**src/rtl/serial_adder_pkg.sv**
```systemverilog
// Shared types and constants for the bit-serial adder controller.
//   state_t       : controller state (IDLE, RUN, DONE)
//   DEFAULT_WIDTH : default operand/sum width in bits
package serial_adder_pkg;

  localparam int DEFAULT_WIDTH = 8;

  typedef enum logic [1:0] {
    IDLE = 2'd0,
    RUN  = 2'd1,
    DONE = 2'd2
  } state_t;

endpackage

```
**src/rtl/full_adder.sv**
```systemverilog
// 1-bit full adder, purely combinational.
//   a, b  : operand bits
//   c_in  : carry in
//   sum   : a ^ b ^ c_in
//   c_out : carry out
module full_adder (
  input  logic a,
  input  logic b,
  input  logic c_in,
  output logic sum,
  output logic c_out
);

  assign sum   = a ^ b ^ c_in;
  assign c_out = (a & b) | (c_in & (a ^ b));

endmodule

```
**src/rtl/serial_adder_ctrl.sv**
```systemverilog
// Bit-serial WIDTH-bit adder controller. A single 1-bit full adder is
// time-shared across all operand bits, LSB first, one bit per clock.
//   clk, rst            : clock, synchronous active-high reset
//   in_valid, in_ready  : operand handshake (in_ready high only in IDLE)
//   a, b, c_in          : operands and carry-in, sampled on the accept edge
//   out_valid, out_ready: result handshake (out_valid high only in DONE)
//   sum, c_out          : registered result, held through backpressure
//   busy                : high while an operation is in RUN or DONE
module serial_adder_ctrl
  import serial_adder_pkg::*;
#(
  parameter int WIDTH = DEFAULT_WIDTH
) (
  input  logic             clk,
  input  logic             rst,
  input  logic             in_valid,
  output logic             in_ready,
  input  logic [WIDTH-1:0] a,
  input  logic [WIDTH-1:0] b,
  input  logic             c_in,
  output logic             out_valid,
  input  logic             out_ready,
  output logic [WIDTH-1:0] sum,
  output logic             c_out,
  output logic             busy
);

  localparam int              CNT_W = (WIDTH > 1) ? $clog2(WIDTH) : 1;
  localparam logic [CNT_W-1:0] LAST = CNT_W'(WIDTH - 1);

  state_t           state;
  logic [WIDTH-1:0] a_sh;
  logic [WIDTH-1:0] b_sh;
  logic [WIDTH-1:0] sum_sh;
  logic [WIDTH-1:0] sum_nxt;
  logic             carry;
  logic [CNT_W-1:0] cnt;
  logic             fa_sum;
  logic             fa_cout;

  full_adder u_fa (
    .a     (a_sh[0]),
    .b     (b_sh[0]),
    .c_in  (carry),
    .sum   (fa_sum),
    .c_out (fa_cout)
  );

  // Sum bits arrive LSB first and enter at the MSB, so after WIDTH shifts
  // the first bit has walked down to position 0. Written as shift-then-set
  // so WIDTH=1 needs no special slice.
  always_comb begin
    sum_nxt            = sum_sh >> 1;
    sum_nxt[WIDTH-1]   = fa_sum;
  end

  always_ff @(posedge clk) begin
    if (rst) begin
      state     <= IDLE;
      in_ready  <= 1'b1;
      out_valid <= 1'b0;
      busy      <= 1'b0;
      sum       <= '0;
      c_out     <= 1'b0;
      carry     <= 1'b0;
      cnt       <= '0;
      a_sh      <= '0;
      b_sh      <= '0;
      sum_sh    <= '0;
    end else begin
      case (state)
        IDLE: begin
          if (in_valid) begin
            a_sh     <= a;
            b_sh     <= b;
            carry    <= c_in;
            sum_sh   <= '0;
            cnt      <= '0;
            state    <= RUN;
            in_ready <= 1'b0;
            busy     <= 1'b1;
          end
        end
        RUN: begin
          a_sh   <= a_sh >> 1;
          b_sh   <= b_sh >> 1;
          sum_sh <= sum_nxt;
          carry  <= fa_cout;
          cnt    <= cnt + CNT_W'(1);
          // Final bit: publish the result straight from this edge's adder
          // output so sum/c_out are valid together with out_valid.
          if (cnt == LAST) begin
            state     <= DONE;
            out_valid <= 1'b1;
            sum       <= sum_nxt;
            c_out     <= fa_cout;
          end
        end
        DONE: begin
          if (out_ready) begin
            state     <= IDLE;
            out_valid <= 1'b0;
            busy      <= 1'b0;
            in_ready  <= 1'b1;
          end
        end
        default: begin
          state     <= IDLE;
          in_ready  <= 1'b1;
          out_valid <= 1'b0;
          busy      <= 1'b0;
        end
      endcase
    end
  end

endmodule

```
**config.mk**
```make
export PLATFORM = sky130hd
export DESIGN_NAME = serial_adder_ctrl
export DESIGN_NICKNAME = d
export VERILOG_FILES = /design/src/rtl/serial_adder_pkg.sv /design/src/rtl/full_adder.sv /design/src/rtl/serial_adder_ctrl.sv
export SDC_FILE = /design/constraint.sdc
export NUM_CORES = 1
export LEC_CHECK = 0
export CELL_PAD_IN_SITES_DETAIL_PLACEMENT = 1
export CELL_PAD_IN_SITES_GLOBAL_PLACEMENT = 2
export CORE_ASPECT_RATIO = 1.25
export CORE_MARGIN = 1
export CORE_UTILIZATION = 34
export CTS_CLUSTER_DIAMETER = 80
export DETAILED_ROUTE_END_ITERATION = 16
export PLACE_DENSITY = 0.95
export SYNTH_ARGS = -nofsm -noshare
export SYNTH_HDL_FRONTEND = slang
export SYNTH_HIERARCHICAL = 1
export SYNTH_SLANG_ARGS = --single-unit
```
**constraint.sdc**
```tcl
create_clock -name clk -period 2.5 [get_ports clk]
set_input_delay 0.5 -clock clk [delete_from_list [all_inputs] [get_ports clk]]
set_output_delay 0.5 -clock clk [all_outputs]
set_load 0.1 [all_outputs]
```
==> results.toml <==
[global_route]
grt_pass1_wl_mm = 6.527
busiest_layer = "met2"
grt.met2_usage_pct = 26.08
grt_max_degree = 31
antenna_found_initial = 0
overflow = 0
gr-usage-all-layers_pct = 15.26
gr-usage-met3_pct = 3.846
grt_pass1_vias = 1423
met1_usage_pct = 18.17

[power]
vdd_drop_max_mv = 0.3702
power_density_nw_per_um2 = 697.3
p_leak_nw = 0.8371
power.total_mw = 1.533

[cts]
root_buffer = "clkbuf_8"
clock-sinks = 41
clockBufferDepth = 2
cts_buffers = 5
path_clk_slew_ns = 0.08
postCtsHoldBufs = 0
post-cts-setup-buffer-count = 0
clk_latency_ns = 0.29
cts_tree = "yes"
h-tree-depth = 2
cts-resized-gates = 0

[critical_path]
cp.arrival_ns = 1.85
startpoint_type = "input port"
r2r_start = "cnt[0]"
r2r_end = "c_out"
end_kind = "register"
rr_worst_depth = 5
worstPathRequired_ns = 2.68
rrSetupSlack_ns = 0.85
path_class = "input port to register"
crit_fanout = 9

[cells_and_area]
fin_util_pct = 43.59
final_cells = 271
final_common_cell = "dfxtp_1"
regArea_um2 = 820.8
final_nets = 232
fillCellCount = 581
areaGrowthSynthToFinish_pct = 23.30
drive_gt1_share_pct = 20.10
layout_common_cells = "dfxtp_1, a21oi_1, clkdlybuf4s50_1"
design_area_um2 = 2198
multi_input_area_um2 = 800.8
diodes = 0

[die]
start_util_pct = 35.35
die_area_um2 = 5540
std_cell_rows = 29
ios = 33
die_y_um = 82.97
coreArea_um2 = 5044
die_x_um = 66.77

[synth]
ys_seq_area_share_pct = 46.04
synthesis.nets = 204
muxShareOfSynthArea_pct = 5.053
synth_area_leaders = "dfxtp_1, a21oi_1, mux2i_1"
post_synth_num_cell_types = 34
ys_dominant_reg_cell = "dfxtp_1"
synthAdderAreaFrac_pct = 2.526
yosys.area.top_type = "dfxtp_1"
synthXorXnorAreaFrac_pct = 0
syn-cell-area_um2 = 1783
synth_simple_gate_area_share_pct = 13.54
ys_async_sr_fraction_pct = 0
synth_top_area_share_pct = 46.04
ys_ff_latch = 41
synth-edff-count = 0
synth_top_family_by_area = "compound AO/OA/AOI/OAI gates"
yosys_warnings = 6
synth_compound_area_share_pct = 23.79
syn-instance-count = 180
syn_avg_cell_area_um2 = 9.905

[detailed_routing]
vias_per_cell = 5.100
drcViolationCount = 0
wl_per_cell_um = 13.83
drtIter0Drc = 51
first_pass_iters = 4
vias = 1382
ant_nets = 0
finalWirelength_mm = 3.749

[timing]
relSlewSlack_pct = 64.93
holdWs_ns = 0.4606
skew_ns = 0.006579
min_period_over_period_pct = 66.75
worst_slack_ns = 0.8312
hold_viol = 0
period_needed_ns = 1.669
rsz0062_at_grt = "false"
worst-slew-pin-transition_ns = 0.5253
drv_slew = 0
setup_tns_ns = 0
fmax_mhz = 599.2
setup_viol = 0

[run]
maxCapViolCount = 0

[placement]
dpl.hpwl_mm = 2.495
port_buffers = 32
post-place-cells = 263
dpl_cell_area_um2 = 2061
routabilityCongestion = 0.7221
dp_slack_ns = 0.5332

[worst_hold_path]
hold_path_startpoint = "sum[4]"
holdCritPathClass = "register to register"
holdPathStages = 2
min_to = "sum[4]"

[status]
outcome = "completed"
## how the worst max path moves through the flow
stage | start | end
2_1_floorplan | out_valid | out_valid
3_3_place_gp | in_valid | b_sh[0]
3_5_place_dp | in_valid | b_sh[0]
4_1_cts | cnt[0] | c_out
5_1_grt | cnt[0] | sum[2]
6_report | in_valid | b_sh[0]
## synthesized netlist by cell type (2+ instances only)
library cell,number
nor2b_1,2
nand2b_1,2
o221a_1,8
o21bai_1,2
o21ai_0,2
clkbuf_1,4
nor2_1,14
nor2_2,6
ha_1,2
mux2i_1,9
nand3_1,8
a211oi_2,6
nand2_1,8
inv_1,11
a21oi_1,22
buf_2,2
nand3b_1,2
buf_6,5
a22oi_1,9
dfxtp_1,41
buf_4,2
## cells by family (layout without fill, tap and decap cells)
family	after synthesis	in the layout
multiplexers	9	9
AO/OA/AOI/OAI	54	54
flip-flops	41	41
adder cells (fa/ha/maj)	3	3
buffers and inverters	26	55
AND/OR/NAND/NOR	47	47
## sequential cells by signal, summed over array words and instances (netlist names)
| signal | flops |
|---|---|
| state | 2 |
| a_sh | 8 |
| busy | 1 |
| c_out | 1 |
| out_valid | 1 |
| b_sh | 8 |
| cnt | 3 |
| sum_sh | 7 |
| in_ready | 1 |
| carry | 1 |
| sum | 8 |
## per-layer routing
metal | part of all wire, % | vias up | wire [µm]
met2 | 54 | 26 | 2008
met3 | 2.4 | 4 | 89
met5 | 0 | - | 0
met1 | 43 | 668 | 1605
met4 | 1.2 | 0 | 46
li1 | - | 684 | -
## where the power goes
group / switching, mW / leakage [nW] / internal [mW]
Clock: 0.235 / 0.0687 / 0.402
Sequential: 0.0260 / 0.336 / 0.684
Combinational: 0.0991 / 0.433 / 0.0862
## worst max-delay path: stages
cell,delay (ns)
clkdlybuf4s50_1,0.59
and2b_4,0.23
nand2b_1,0.22
o221a_2,0.32
## final cells by class
class                   instances  share of cell area (%)
well taps                      62                   3.529
multi-input cells             113                   36.43
flip-flops and latches         41                   37.34
repair buffers                 36                   14.57
inverters                      11                   1.878
clock inverters                 3                   3.130
clock buffers                   5                   3.130
No activity file was read; power rests on OpenSTA's default activity.
